==> config.mk <==
export PLATFORM = sky130hd
export DESIGN_NAME = mpu6050_responder
export DESIGN_NICKNAME = d
export VERILOG_FILES = /design/src/rtl/mpu6050_pkg.sv /design/src/rtl/i2c_line_sync.sv /design/src/rtl/mpu6050_responder.sv
export SDC_FILE = /design/constraint.sdc
export NUM_CORES = 1
export LEC_CHECK = 0
export BUFFER_PORTS_ARGS = -buffer_cell sky130_fd_sc_hd__buf_4
export CAP_MARGIN = 0
export CORE_MARGIN = 8
export CORE_UTILIZATION = 50
export CTS_CLUSTER_SIZE = 14
export DETAILED_ROUTE_END_ITERATION = 7
export GPL_TIMING_DRIVEN = 0
export PLACE_DENSITY = 0.73
export SYNTH_ARGS = -nofsm -noshare
export SYNTH_HDL_FRONTEND = slang
export SYNTH_HIERARCHICAL = 1
export SYNTH_SLANG_ARGS = --single-unit
==> constraint.sdc <==
create_clock -name clk_i -period 2.89 [get_ports clk_i]
set_clock_uncertainty 0.15 [all_clocks]
set_input_delay 0.578 -clock clk_i [delete_from_list [all_inputs] [get_ports clk_i]]
set_output_delay 0.578 -clock clk_i [all_outputs]
set_load 0.01 [all_outputs]
==> src/rtl/mpu6050_pkg.sv <==
`default_nettype none
// ============================================================================
//  Module   : mpu6050_pkg
//  Purpose  : Shared types and register map for the MPU-6050 I2C responder.
//  Revision : 1.0 - initial release
// ============================================================================
package mpu6050_pkg;

    typedef enum logic [2:0] {
        ST_IDLE   = 3'd0,
        ST_ADDR   = 3'd1,
        ST_ACK    = 3'd2,
        ST_REG    = 3'd3,
        ST_WDATA  = 3'd4,
        ST_RDATA  = 3'd5,
        ST_IGNORE = 3'd6
    } state_e;

    localparam logic [7:0] REG_CONFIG       = 8'h1A;
    localparam logic [7:0] REG_GYRO_CONFIG  = 8'h1B;
    localparam logic [7:0] REG_ACCEL_CONFIG = 8'h1C;
    localparam logic [7:0] REG_SAMPLE_FIRST = 8'h3B;
    localparam logic [7:0] REG_SAMPLE_LAST  = 8'h48;
    localparam logic [7:0] REG_PWR_MGMT_1   = 8'h6B;
    localparam logic [7:0] REG_WHO_AM_I     = 8'h75;

    localparam logic [7:0] PWR_MGMT_1_RST   = 8'h40;
    localparam int         SLEEP_BIT        = 6;
    localparam int         SAMPLE_WORDS     = 7;
    localparam int         SHADOW_BYTES     = 2 * SAMPLE_WORDS;

endpackage
`default_nettype wire

==> src/rtl/i2c_line_sync.sv <==
`default_nettype none
// ============================================================================
//  Module   : i2c_line_sync
//  Purpose  : Synchronises raw SCL/SDA and detects SCL edges, START and STOP.
//  Revision : 1.0 - initial release
// ============================================================================
module i2c_line_sync (
    input  logic clk_i,
    input  logic rst_ni,
    input  logic scl_i,
    input  logic sda_i,
    output logic scl_rise_o,
    output logic scl_fall_o,
    output logic start_o,
    output logic stop_o,
    output logic sda_o
);

    logic [1:0] scl_sync_q;
    logic [1:0] sda_sync_q;
    logic       scl_prev_q;
    logic       sda_prev_q;

    // Idle bus level is high, so flops reset to 1 to avoid spurious edges.
    always_ff @(posedge clk_i or negedge rst_ni) begin
        if (!rst_ni) begin
            scl_sync_q <= 2'b11;
            sda_sync_q <= 2'b11;
            scl_prev_q <= 1'b1;
            sda_prev_q <= 1'b1;
        end else begin
            scl_sync_q <= {scl_sync_q[0], scl_i};
            sda_sync_q <= {sda_sync_q[0], sda_i};
            scl_prev_q <= scl_sync_q[1];
            sda_prev_q <= sda_sync_q[1];
        end
    end

    assign scl_rise_o = scl_sync_q[1] & ~scl_prev_q;
    assign scl_fall_o = ~scl_sync_q[1] & scl_prev_q;
    assign start_o    = scl_sync_q[1] & scl_prev_q & sda_prev_q & ~sda_sync_q[1];
    assign stop_o     = scl_sync_q[1] & scl_prev_q & ~sda_prev_q & sda_sync_q[1];
    assign sda_o      = sda_sync_q[1];

endmodule
`default_nettype wire

==> src/rtl/mpu6050_responder.sv <==
`default_nettype none
// ============================================================================
//  Module   : mpu6050_responder
//  Purpose  : I2C target emulating the MPU-6050 register interface.
//  Revision : 1.0 - initial release
// ============================================================================
module mpu6050_responder
    import mpu6050_pkg::*;
#(
    parameter logic [6:0] DEV_ADDR = 7'h68,
    parameter logic [7:0] WHO_AM_I = 8'h68
) (
    input  logic        clk_i,
    input  logic        rst_ni,
    input  logic        scl_i,
    input  logic        sda_i,
    output logic        sda_oe_o,
    input  logic [15:0] accel_x_i,
    input  logic [15:0] accel_y_i,
    input  logic [15:0] accel_z_i,
    input  logic [15:0] temp_i,
    input  logic [15:0] gyro_x_i,
    input  logic [15:0] gyro_y_i,
    input  logic [15:0] gyro_z_i,
    output logic        sleep_o,
    output logic        busy_o
);

    logic w_scl_rise;
    logic w_scl_fall;
    logic w_start;
    logic w_stop;
    logic w_sda;

    i2c_line_sync u_line_sync (
        .clk_i      (clk_i),
        .rst_ni     (rst_ni),
        .scl_i      (scl_i),
        .sda_i      (sda_i),
        .scl_rise_o (w_scl_rise),
        .scl_fall_o (w_scl_fall),
        .start_o    (w_start),
        .stop_o     (w_stop),
        .sda_o      (w_sda)
    );

    state_e      state_q,     state_d;
    state_e      ret_q,       ret_d;
    logic [3:0]  bit_cnt_q,   bit_cnt_d;
    logic [7:0]  shift_q,     shift_d;
    logic [7:0]  tx_q,        tx_d;
    logic [7:0]  ptr_q,       ptr_d;
    logic        ack_inc_q,   ack_inc_d;
    logic        nack_q,      nack_d;
    logic        sda_oe_q,    sda_oe_d;
    logic        busy_q,      busy_d;
    logic [7:0]  config_q,    config_d;
    logic [7:0]  gyro_cfg_q,  gyro_cfg_d;
    logic [7:0]  accel_cfg_q, accel_cfg_d;
    logic [7:0]  pwr_q,       pwr_d;
    logic [7:0]  shadow_q [SHADOW_BYTES];
    logic [7:0]  shadow_d [SHADOW_BYTES];

    logic [15:0] w_samples [SAMPLE_WORDS];
    logic [7:0]  w_rd_data;
    logic [7:0]  w_wr_byte;
    logic [3:0]  w_shadow_idx;

    assign w_samples[0] = accel_x_i;
    assign w_samples[1] = accel_y_i;
    assign w_samples[2] = accel_z_i;
    assign w_samples[3] = temp_i;
    assign w_samples[4] = gyro_x_i;
    assign w_samples[5] = gyro_y_i;
    assign w_samples[6] = gyro_z_i;

    assign w_wr_byte    = {shift_q[6:0], w_sda};
    // 0x3B..0x48 maps to 0..13 using only the low nibble (mod-16 arithmetic).
    assign w_shadow_idx = ptr_q[3:0] - 4'hB;

    always_comb begin
        w_rd_data = 8'h00;
        if (ptr_q >= REG_SAMPLE_FIRST && ptr_q <= REG_SAMPLE_LAST) begin
            w_rd_data = pwr_q[SLEEP_BIT] ? 8'h00 : shadow_q[w_shadow_idx];
        end else begin
            case (ptr_q)
                REG_CONFIG:       w_rd_data = config_q;
                REG_GYRO_CONFIG:  w_rd_data = gyro_cfg_q;
                REG_ACCEL_CONFIG: w_rd_data = accel_cfg_q;
                REG_PWR_MGMT_1:   w_rd_data = pwr_q;
                REG_WHO_AM_I:     w_rd_data = WHO_AM_I;
                default:          w_rd_data = 8'h00;
            endcase
        end
    end

    always_comb begin
        state_d     = state_q;
        ret_d       = ret_q;
        bit_cnt_d   = bit_cnt_q;
        shift_d     = shift_q;
        tx_d        = tx_q;
        ptr_d       = ptr_q;
        ack_inc_d   = ack_inc_q;
        nack_d      = nack_q;
        sda_oe_d    = sda_oe_q;
        busy_d      = busy_q;
        config_d    = config_q;
        gyro_cfg_d  = gyro_cfg_q;
        accel_cfg_d = accel_cfg_q;
        pwr_d       = pwr_q;
        shadow_d    = shadow_q;

        if (w_stop) begin
            state_d = ST_IDLE;
            busy_d  = 1'b0;
        end else if (w_start) begin
            state_d   = ST_ADDR;
            busy_d    = 1'b1;
            bit_cnt_d = 4'd0;
        end else begin
            case (state_q)
                ST_ADDR, ST_REG, ST_WDATA: begin
                    if (w_scl_rise && bit_cnt_q < 4'd8) begin
                        shift_d   = w_wr_byte;
                        bit_cnt_d = bit_cnt_q + 4'd1;
                        // Commit happens only once the last data bit is in.
                        if (state_q == ST_WDATA && bit_cnt_q == 4'd7) begin
                            case (ptr_q)
                                REG_CONFIG:       config_d    = w_wr_byte;
                                REG_GYRO_CONFIG:  gyro_cfg_d  = w_wr_byte;
                                REG_ACCEL_CONFIG: accel_cfg_d = w_wr_byte;
                                REG_PWR_MGMT_1:   pwr_d       = w_wr_byte;
                                default:          ;
                            endcase
                        end
                    end else if (w_scl_fall && bit_cnt_q == 4'd8) begin
                        state_d   = ST_ACK;
                        sda_oe_d  = 1'b1;
                        ack_inc_d = (state_q == ST_WDATA);
                        ret_d     = ST_WDATA;
                        if (state_q == ST_ADDR) begin
                            if (shift_q[7:1] != DEV_ADDR) begin
                                state_d  = ST_IGNORE;
                                sda_oe_d = 1'b0;
                            end else if (shift_q[0]) begin
                                ret_d = ST_RDATA;
                                for (int k = 0; k < SAMPLE_WORDS; k++) begin
                                    shadow_d[2*k]   = w_samples[k][15:8];
                                    shadow_d[2*k+1] = w_samples[k][7:0];
                                end
                            end else begin
                                ret_d = ST_REG;
                            end
                        end else if (state_q == ST_REG) begin
                            ptr_d = shift_q;
                        end
                    end
                end
                ST_ACK: begin
                    if (w_scl_rise && bit_cnt_q == 4'd8) begin
                        bit_cnt_d = 4'd9;
                    end else if (w_scl_fall && bit_cnt_q == 4'd9) begin
                        bit_cnt_d = 4'd0;
                        state_d   = ret_q;
                        if (ack_inc_q) begin
                            ptr_d = ptr_q + 8'd1;
                        end
                        if (ret_q == ST_RDATA) begin
                            tx_d     = w_rd_data;
                            sda_oe_d = ~w_rd_data[7];
                        end else begin
                            sda_oe_d = 1'b0;
                        end
                    end
                end
                ST_RDATA: begin
                    if (w_scl_rise) begin
                        if (bit_cnt_q == 4'd8) begin
                            nack_d    = w_sda;
                            bit_cnt_d = 4'd9;
                            if (!w_sda) begin
                                ptr_d = ptr_q + 8'd1;
                            end
                        end else if (bit_cnt_q < 4'd8) begin
                            bit_cnt_d = bit_cnt_q + 4'd1;
                        end
                    end else if (w_scl_fall) begin
                        if (bit_cnt_q >= 4'd1 && bit_cnt_q <= 4'd7) begin
                            tx_d     = {tx_q[6:0], 1'b0};
                            sda_oe_d = ~tx_q[6];
                        end else if (bit_cnt_q == 4'd8) begin
                            sda_oe_d = 1'b0;
                        end else if (bit_cnt_q == 4'd9) begin
                            if (nack_q) begin
                                state_d = ST_IGNORE;
                            end else begin
                                bit_cnt_d = 4'd0;
                                tx_d      = w_rd_data;
                                sda_oe_d  = ~w_rd_data[7];
                            end
                        end
                    end
                end
                default: ;
            endcase
        end
    end

    always_ff @(posedge clk_i or negedge rst_ni) begin
        if (!rst_ni) begin
            state_q     <= ST_IDLE;
            ret_q       <= ST_IDLE;
            bit_cnt_q   <= 4'd0;
            shift_q     <= 8'h00;
            tx_q        <= 8'h00;
            ptr_q       <= 8'h00;
            ack_inc_q   <= 1'b0;
            nack_q      <= 1'b0;
            sda_oe_q    <= 1'b0;
            busy_q      <= 1'b0;
            config_q    <= 8'h00;
            gyro_cfg_q  <= 8'h00;
            accel_cfg_q <= 8'h00;
            pwr_q       <= PWR_MGMT_1_RST;
            for (int i = 0; i < SHADOW_BYTES; i++) begin
                shadow_q[i] <= 8'h00;
            end
        end else begin
            state_q     <= state_d;
            ret_q       <= ret_d;
            bit_cnt_q   <= bit_cnt_d;
            shift_q     <= shift_d;
            tx_q        <= tx_d;
            ptr_q       <= ptr_d;
            ack_inc_q   <= ack_inc_d;
            nack_q      <= nack_d;
            sda_oe_q    <= sda_oe_d;
            busy_q      <= busy_d;
            config_q    <= config_d;
            gyro_cfg_q  <= gyro_cfg_d;
            accel_cfg_q <= accel_cfg_d;
            pwr_q       <= pwr_d;
            for (int i = 0; i < SHADOW_BYTES; i++) begin
                shadow_q[i] <= shadow_d[i];
            end
        end
    end

    assign sda_oe_o = sda_oe_q;
    assign sleep_o  = pwr_q[SLEEP_BIT];
    assign busy_o   = busy_q;

endmodule
`default_nettype wire
==> results.json, run 1 <==
{
  "status": "finished, final reports clean",
  "core_area_um2": 18500,
  "netlist_area_um2": 9290,
  "cts_made_buffers": 17,
  "relSlewSlack_pct": 44.3,
  "start_kind": "register",
  "vias": 6430,
  "dieArea_um2": 23200,
  "path_class": "reg -> reg",
  "hold_class": "in -> async",
  "drc": 0,
  "htree_levels": 4,
  "rsz0062_at_grt": "yes",
  "numPortBuffers": 118,
  "start_util_pct": 50.3,
  "dp_cells": 1074,
  "synthMuxAreaShare_pct": 27.2,
  "areaGrowthSynthToFinish_pct": 21.0,
  "track_usage_pct": 20.6,
  "finalCritPeriodShare_pct": 98.3,
  "die_w_um": 152,
  "syn_inst": 721,
  "hold_buffers": 0,
  "setup_ws_ns": 0.0498,
  "wl_per_cell_um": 21.0,
  "antenna_found_initial": 0,
  "r2r_end": "tx_q[1]",
  "holdWs_ns": 0.00220,
  "finalSetupTns_ns": 0,
  "avgSynthCellArea_um2": 12.9,
  "highest_layer": "met4",
  "wl_met1_mm": 10.2,
  "crit_arrival_ns": 3.04,
  "rr_startpoint": "ptr_q[0]",
  "power.density_nw_per_um2": 630,
  "ys_seq_area_share_pct": 50.5,
  "fin_crit_ns": 2.84,
  "synth-simple-area-share_pct": 8.74,
  "synthesis.nets": 844,
  "finalSetupViolations": 0,
  "report.final.slew_viol_count": 0,
  "tightestPinTransition_ns": 0.835,
  "drive_above_1_share_pct": 47.0,
  "cts_tree": "built",
  "cp.required_ns": 3.09,
  "ios": 119,
  "gr-total-overflow": 0,
  "met3_wirelength_mm": 1.18,
  "synthAdderAreaFrac_pct": 1.05,
  "cts.clk_slew.worst_paths_ns": 0.07,
  "ys_types": 73,
  "r2r_setup_slack_ns": 0.05,
  "vias_per_cell": 5.79,
  "synth-compound-area-share_pct": 8.46,
  "synthesis.yosys.warnings": 6,
  "hpwl_mm": 16.7,
  "firstDrtPassIters": 5,
  "root_buffer": "clkbuf_16",
  "die_h_um": 152,
  "peakVddDrop_mv": 0.399,
  "place_ws_ns": -0.961,
  "ant_nets": 0,
  "cp_max_fo": 10,
  "final_cell_count_no_fill": 1110,
  "grt_pass1_wl_mm": 38.1,
  "synth_top_family_by_area": "multiplexers",
  "max_cap_violations": 0,
  "rr_worst_depth": 12,
  "rows": 50,
  "clock_latency_ns": 0.44,
  "gp_congestion": 0.855,
  "end_kind": "register",
  "finalHoldViolCount": 0,
  "synth_edf_count": 0,
  "n_antenna_cell": 0,
  "synthFlopType": "dfrtp_1",
  "cts_sinks": 187,
  "placed_cell_area_um2": 10500,
  "max_freq_mhz": 352,
  "yosys_register_bits": 187,
  "drtIter0Drc": 451,
  "synth-xor-area-share_pct": 0.377,
  "nets": 986,
  "wl_met2_mm": 11.4,
  "wirelength_mm": 23.3,
  "power.leakage_uw": 0.00538,
  "stdcell_area_um2": 11200,
  "grt_max_degree": 106,
  "synthArstFlopShare_pct": 100,
  "first_global_vias": 6922,
  "clock_path_buffers": 2
}
==> worst max path at each step <==
stage | slack (ns) | from | to
floorplan | 0.03 | ptr_q[0] | sda_oe_o
global placement | -0.92 | ptr_q[0] | sda_oe_o
detailed placement | -0.96 | ptr_q[0] | sda_oe_o
CTS | 0.003 | ptr_q[0] | tx_q[1]
global route | -0.03 | ptr_q[0] | tx_q[2]
finish | 0.05 | ptr_q[0] | tx_q[1]
==> cell usage after synthesis (all sizes together) (2+ instances only) <==
master | count | area share [%]
a211o | 2 | 0.19
a211oi | 4 | 0.32
a21o | 3 | 0.24
a21oi | 17 | 0.92
a221oi | 6 | 0.63
a22oi | 15 | 1.2
a2bb2oi | 3 | 0.28
a311o | 3 | 0.32
a31oi | 5 | 0.34
and2 | 3 | 0.20
and3 | 4 | 0.27
and4b | 2 | 0.22
buf | 36 | 2.7
clkbuf | 12 | 0.50
dfrtp | 180 | 48
dfstp | 7 | 2.0
ha | 7 | 0.94
inv | 11 | 0.44
mux2 | 161 | 20
mux2i | 17 | 1.8
mux4 | 24 | 5.9
nand2 | 46 | 1.9
nand2b | 4 | 0.35
nand3 | 12 | 0.65
nand3b | 4 | 0.32
nand4 | 3 | 0.36
nand4b | 3 | 0.28
nor2 | 31 | 1.3
nor2b | 5 | 0.34
nor3 | 7 | 0.43
nor3b | 6 | 0.66
o211ai | 3 | 0.24
o21ai | 30 | 1.6
o22a | 3 | 0.28
o22ai | 2 | 0.13
o2bb2ai | 6 | 0.57
o41ai | 2 | 0.19
or2 | 7 | 0.47
or3 | 2 | 0.13
or4b | 2 | 0.22
xnor2 | 2 | 0.19
xor2 | 2 | 0.19
==> cells by family (layout without fill, tap and decap cells) <==
kind of cell,after synthesis,after routing
buf+inv,60,215
simple gates,146,146
fa+ha+maj,8,8
mux,202,202
flops,187,187
xor+xnor,4,4
compound gates,114,114
==> sequential cells by signal, indices dropped and copies added, names as in the netlist, 2 cells and up <==
register / flops
pwr_q: 8
bit_cnt_q: 4
ret_q: 3
u_line_sync/sda_sync_q: 2
accel_cfg_q: 8
shift_q: 8
state_q: 3
config_q: 8
u_line_sync/scl_sync_q: 2
shadow_q: 112
gyro_cfg_q: 8
tx_q: 7
ptr_q: 8
==> power breakdown <==
part	total, uW	leakage [uW]	internal, uW	switching, uW
clock	2330	0.000271	1220	1110
sequential	2820	0.00257	2730	93.5
combinational	1940	0.00253	800	1140
==> metrics by stage <==
| step | util [%] | total power [uW] |
|---|---|---|
| 6_report | 60.9 | 7090 |
| 5_1_grt | 60.9 | 7420 |
| 4_1_cts | 60.6 | 7100 |
| 3_5_place_dp | 56.9 | 4690 |
| 3_3_place_gp | 56.7 | 4660 |
| 2_1_floorplan | - | 4080 |
==> per-layer routing <==
| metal | vias up | GRT usage, % |
|---|---|---|
| li1 | 2953 | - |
| met1 | 3267 | 26.3 |
| met2 | 180 | 33.5 |
| met3 | 30 | 5.56 |
| met4 | 0 | 6.71 |
| met5 | - | 0 |
==> cells in the final DEF, fill, tap and decap left out, drive strengths merged, types with 12 or more instances in the layout <==
master and count:
nand3 12, inv 19, dfrtp 180, nand2 46, mux4 24, buf 160, nor2 31, a21oi 17
mux2 161, mux2i 17, clkbuf 28, a22oi 15, o21ai 30
==> area by class of cell <==
| type | instances | area (um2) |
|---|---|---|
| sequential | 187 | 4690 |
| multi-input combinational | 474 | 4310 |
| fill | 1427 | 7210 |
| clock inverter | 15 | 156 |
| buffer | 47 | 344 |
| timing repair buffer | 124 | 971 |
| tap | 234 | 293 |
| inverter | 12 | 50.0 |
| clock buffer | 17 | 425 |
==> repair_timing <==
item / 4_1_cts / 5_1_grt
resized for setup: 20 / 11
buffers inserted: 3 / 2
pin swaps: 2 / 2
setup endpoints to repair: 128 / 103
==> worst max-delay path, cell delays in order (launching register included) <==
cell,delay [ns]
dfrtp_1,0.40
buf_8,0.14
buf_12,0.14
buf_12,0.15
inv_1,0.13
ha_1,0.25
buf_4,0.20
buf_6,0.17
nor3_1,0.19
a211oi_1,0.09
a311oi_1,0.41
o22ai_1,0.15
o21ai_0,0.17
Note: power is estimated with default switching activity, not from simulation.
==> inputs of run 2 (changes only) <==
--- a/config.mk
+++ b/config.mk
@@ -6,13 +6,12 @@
 export NUM_CORES = 1
 export LEC_CHECK = 0
 export BUFFER_PORTS_ARGS = -buffer_cell sky130_fd_sc_hd__buf_4
-export CAP_MARGIN = 0
 export CORE_MARGIN = 8
-export CORE_UTILIZATION = 50
+export CORE_UTILIZATION = 53
 export CTS_CLUSTER_SIZE = 14
 export DETAILED_ROUTE_END_ITERATION = 7
 export GPL_TIMING_DRIVEN = 0
-export PLACE_DENSITY = 0.73
+export PLACE_DENSITY_LB_ADDON = 0.08
 export SYNTH_ARGS = -nofsm -noshare
 export SYNTH_HDL_FRONTEND = slang
 export SYNTH_HIERARCHICAL = 1
==> run 2 against run 1 <==
  * Worst hold slack gained 0.054 ns
  * Largest cell class unchanged
  * Sequential share of layout area shrank 0.074 points
  * Die area shrank 5.1%
  * Critical path type unchanged
  * Total power rose by 1.5%
  * Global-route usage up 2.0 points
  * Setup slack improved by 0.044 ns
  * Wire length increased by 3.0%
  * Core utilization rose by 4.4 points
==> results.json, run 2 (synthesis gave the netlist of run 1 again) <==
{
  "setup_ws_ns": 0.0937,
  "crit_arrival_ns": 2.96,
  "rsz0062_at_grt": "yes",
  "root_buffer": "clkbuf_16",
  "report.final.slew_viol_count": 0,
  "clock_path_buffers": 2,
  "die_w_um": 148,
  "final_cell_count_no_fill": 1103,
  "firstDrtPassIters": 5,
  "finalSetupViolations": 0,
  "gp_congestion": 0.920,
  "dieArea_um2": 22000,
  "cp_max_fo": 10,
  "cts_tree": "built",
  "tightestPinTransition_ns": 0.875,
  "r2r_setup_slack_ns": 0.09,
  "grt_pass1_wl_mm": 38.8,
  "layout_common_cells": "dfrtp_1, mux2_2, buf_4",
  "drc": 0,
  "drive_above_1_share_pct": 47.2,
  "finalHoldViolCount": 0,
  "place_ws_ns": -0.937,
  "r2r_end": "shadow_q[68]",
  "rr_startpoint": "u_line_sync/sda_sync_q[1]",
  "hpwl_mm": 17.3,
  "dp_cells": 1065,
  "holdWs_ns": 0.0561,
  "rr_worst_depth": 9,
  "drtIter0Drc": 428,
  "vias_per_cell": 5.91,
  "grt_max_degree": 117,
  "ant_nets": 0,
  "areaGrowthSynthToFinish_pct": 21.3,
  "clock_latency_ns": 0.44,
  "final_common_cell": "dfrtp_1",
  "fin_crit_ns": 2.80,
  "first_global_vias": 7206,
  "start_kind": "register",
  "max_cap_violations": 0,
  "nets": 989,
  "power.density_nw_per_um2": 639,
  "cts.clk_slew.worst_paths_ns": 0.07,
  "end_kind": "register",
  "antenna_found_initial": 0,
  "numPortBuffers": 118,
  "largest-register": "shadow_q",
  "ios": 119,
  "relSlewSlack_pct": 41.7,
  "hold_class": "in -> async",
  "post-route-util_pct": 65.3,
  "status": "finished, final reports clean",
  "die_h_um": 148,
  "start_util_pct": 53.9,
  "hold_buffers": 0,
  "finalCritPeriodShare_pct": 96.8,
  "max_freq_mhz": 358,
  "peakVddDrop_mv": 0.521,
  "largest_reg_flops": 112,
  "path_class": "reg -> reg",
  "power.leakage_uw": 0.00540,
  "gr-total-overflow": 0,
  "n_antenna_cell": 0,
  "wirelength_mm": 24.0,
  "wl_per_cell_um": 21.7,
  "core_area_um2": 17200,
  "track_usage_pct": 22.6,
  "cp.required_ns": 3.06,
  "cts_made_buffers": 17,
  "vias": 6519,
  "cts_sinks": 187,
  "rows": 48,
  "htree_levels": 4
}
## run 2: how the worst max path moves through the flow
stage,start,end,slack [ns],depth (start not counted)
2_1_floorplan,ptr_q[0],sda_oe_o,0.03,12
3_3_place_gp,ptr_q[0],sda_oe_o,-0.85,12
3_5_place_dp,ptr_q[0],sda_oe_o,-0.94,12
4_1_cts,ptr_q[0],sda_oe_o,0.008,12
5_1_grt,ptr_q[0],sda_oe_o,-0.01,12
6_report,u_line_sync/sda_sync_q[1],shadow_q[68],0.09,9
## run 2: area by class of cell
type / instances / area (um2)
Buffer: 46 / 340
Clock buffer: 18 / 439
Clock inverter: 13 / 156
Fill cell: 1323 / 5970
Inverter: 12 / 50.0
Multi-Input combinational cell: 474 / 4310
Sequential cell: 187 / 4690
Tap cell: 225 / 282
Timing Repair Buffer: 128 / 1000
## run 2: report_power, final
| part | internal (uW) | switching, uW |
|---|---|---|
| clock network | 1320 | 1070 |
| registers | 2730 | 94.6 |
| logic | 826 | 1160 |
| total | 4870 | 2330 |
## run 2: per-stage QoR
step | power (uW) | setup TNS [ns] | area (um2)
global placement | 4650 | -28.49 | 10500
floorplan | 4080 | 0 | 9290
global route | 7540 | -0.0253 | 11300
finish | 7190 | 0 | 11300
detailed placement | 4710 | -33.26 | 10500
CTS | 7150 | 0 | 11200
## run 2: metal layers
layer | routed length, um | global-route usage [%] | part of all wire [%]
met1 | 10300 | 29.0 | 43
met5 | 0 | 0 | 0
met4 | 430 | 8.11 | 1.8
met3 | 1130 | 4.41 | 4.7
met2 | 12100 | 37.6 | 51
## run 2: critical path, stage by stage (launching register included)
cell	delay (ns)
dfstp_2	0.54
and4b_1	0.19
buf_2	0.17
or2_1	0.21
clkbuf_1	0.19
nor2_2	0.19
and3_2	0.29
buf_6	0.20
buf_6	0.18
mux2_2	0.35
## run 2: repair_timing
action                                  CTS  global route
setup buffers                             3             6
endpoints found under the setup margin  130           118
hold endpoints to repair                  0             0
gates resized for setup                  17            12
pin swaps                                 3             5
==> inputs of run 3 (changes only) <==
--- a/config.mk
+++ b/config.mk
@@ -7,7 +7,7 @@
 export LEC_CHECK = 0
 export BUFFER_PORTS_ARGS = -buffer_cell sky130_fd_sc_hd__buf_4
 export CORE_MARGIN = 8
-export CORE_UTILIZATION = 53
+export CORE_UTILIZATION = 55
 export CTS_CLUSTER_SIZE = 14
 export DETAILED_ROUTE_END_ITERATION = 7
 export GPL_TIMING_DRIVEN = 0
==> constraint.sdc (replaced) <==
create_clock -name clk_i -period 3.1 [get_ports clk_i]
set_clock_uncertainty 0.15 [all_clocks]
set_input_delay 0.62 -clock clk_i [delete_from_list [all_inputs] [get_ports clk_i]]
set_output_delay 0.62 -clock clk_i [all_outputs]
set_load 0.01 [all_outputs]
==> run 3 against run 2 <==
  * Flip-flop and latch count did not move
  * Combinational power fell by 9.5%
  * Cell count fell by 0.82%
  * Wire length fell by 0.40%
  * Setup slack improved by 0.088 ns
==> results.json, run 3 (synthesis gave the netlist of run 1 again) <==
{
  "core_area_um2": 16500,
  "tightestPinTransition_ns": 0.822,
  "fin_crit_ns": 2.92,
  "power.density_nw_per_um2": 596,
  "cts_made_buffers": 17,
  "largest-register": "shadow_q",
  "report.final.slew_viol_count": 0,
  "relSlewSlack_pct": 45.0,
  "crit_path_top_delay_cell": "dfstp_2",
  "vias": 6455,
  "max_cap_violations": 0,
  "drc": 0,
  "cts_tree": "built",
  "rsz0062_at_grt": "no",
  "firstDrtPassIters": 8,
  "final_common_cell": "dfrtp_1",
  "path_depth": 10,
  "cp-startpoint": "u_line_sync/sda_sync_q[1]",
  "areaGrowthSynthToFinish_pct": 20.3,
  "grt_max_degree": 97,
  "vias_per_cell": 5.90,
  "die_w_um": 146,
  "antenna_found_initial": 0,
  "start_util_pct": 56.2,
  "start_kind": "register",
  "endpoint": "shadow_q[80]",
  "finalSetupViolations": 0,
  "cts_sinks": 187,
  "finalPower_uw": 6660,
  "cts.clk_slew.worst_paths_ns": 0.07,
  "hpwl_mm": 17.2,
  "r2r_setup_slack_ns": 0.18,
  "max_freq_mhz": 343,
  "nFillCells": 1234,
  "peakVddDrop_mv": 0.426,
  "finalSetupTns_ns": 0,
  "root_buffer": "clkbuf_16",
  "first_global_vias": 7318,
  "grt_pass1_wl_mm": 39.3,
  "layout_common_cells": "dfrtp_1, mux2_2, buf_4",
  "holdWs_ns": 0.0330,
  "ant_nets": 0,
  "power.leakage_uw": 0.00537,
  "path_buf_inv": 5,
  "slowest_delay_ns": 0.53,
  "rr_startpoint": "u_line_sync/sda_sync_q[1]",
  "cp_max_fo": 10,
  "end_kind": "register",
  "status": "finished, final reports clean",
  "gp_congestion": 0.865,
  "cp.required_ns": 3.26,
  "dieArea_um2": 21300,
  "finalCritPeriodShare_pct": 94.1,
  "drive_above_1_share_pct": 46.3,
  "cp_cell_sequence": "and4b_1, buf_2, or2_1, clkbuf_1, nor2_2, and3_1, clkbuf_1, buf_6, buf_6, mux2_2",
  "crit_arrival_ns": 3.08,
  "clock_path_buffers": 2,
  "htree_levels": 4,
  "track_usage_pct": 23.2,
  "finalHoldViolCount": 0,
  "hold_class": "in -> async",
  "rr_worst_depth": 10,
  "r2r_end": "shadow_q[80]",
  "die_h_um": 146,
  "gr-total-overflow": 0,
  "critPathTopFamily": "buffers and inverters",
  "n_antenna_cell": 0,
  "rows": 47,
  "largest_reg_flops": 112,
  "nets": 984,
  "numPortBuffers": 118,
  "path_class": "reg -> reg",
  "ios": 119,
  "clock_latency_ns": 0.43,
  "drtIter0Drc": 386,
  "wirelength_mm": 23.9,
  "wl_per_cell_um": 21.8
}
## run 3: changes by cell type in the layout (fill, tap and decap cells not counted), moves of 2 or more
cell      change
buf_4         -7
clkbuf_1      +4
nor2_2        +3
nor2_4        -3
buf_12        -2
inv_6         +2
inv_8         -2
## run 3: layer usage
| metal | vias up | track usage [%] | wire length, um |
|---|---|---|---|
| li1 | 2944 | - | - |
| met1 | 3288 | 29.7 | 10200 |
| met2 | 185 | 38.3 | 12000 |
| met3 | 38 | 5.25 | 1170 |
| met4 | 0 | 7.24 | 473 |
| met5 | - | 0 | 0 |
## run 3: worst min path at each step
stage,from,to,cells past startpoint
after floorplan,rst_ni,accel_cfg_q[0],0
after detailed placement,u_line_sync/scl_sync_q[0],u_line_sync/scl_sync_q[1],0
after CTS,rst_ni,nack_q,1
after global routing,rst_ni,nack_q,1
after global placement,u_line_sync/sda_sync_q[0],u_line_sync/sda_sync_q[1],0
final,rst_ni,nack_q,1
## run 3: area by class of cell
type	instances	area (um2)	area share, %
Tap cell	220	275	2.46
Clock inverter	13	156	1.40
Clock buffer	19	443	3.96
Timing Repair Buffer	121	936	8.38
Sequential cell	187	4690	42.0
Multi-Input combinational cell	474	4290	38.4
Inverter	12	50.0	0.448
Buffer	48	339	3.03
## run 3: per-stage QoR
stage / setup slack, ns / cells / area [um2] / utilization (%)
global route: 0.0155 / 1094 / 11200 / 67.6
finish: 0.182 / 1094 / 11200 / 67.6
global placement: -0.667 / 1059 / 10500 / 63.2
floorplan: 0.177 / 721 / 9290 / -
detailed placement: -0.725 / 1060 / 10500 / 63.5
CTS: 0.0106 / 1094 / 11100 / 67.4
## run 3: worst register-to-register path, delay by kind of cell (launching register included)
family | cells | cell delay, ns
buffers and inverters | 5 | 0.96
flip-flops | 1 | 0.53
multiplexers | 1 | 0.36
AND/OR/NAND/NOR | 4 | 0.80
## run 3: repair_timing
item	4_1_cts	5_1_grt
gates resized for setup	11	10
setup buffers	2	0
setup endpoints to repair	90	29
pin swaps	1	2
hold buffers	0	0
## run 3: power by group
part | total (uW) | leakage (uW) | internal, uW | switching, uW
clock | 2230 | 0.000285 | 1230 | 994
combinational | 1800 | 0.00251 | 731 | 1070
sequential | 2630 | 0.00257 | 2540 | 90.0
total | 6660 | 0.00537 | 4500 | 2160
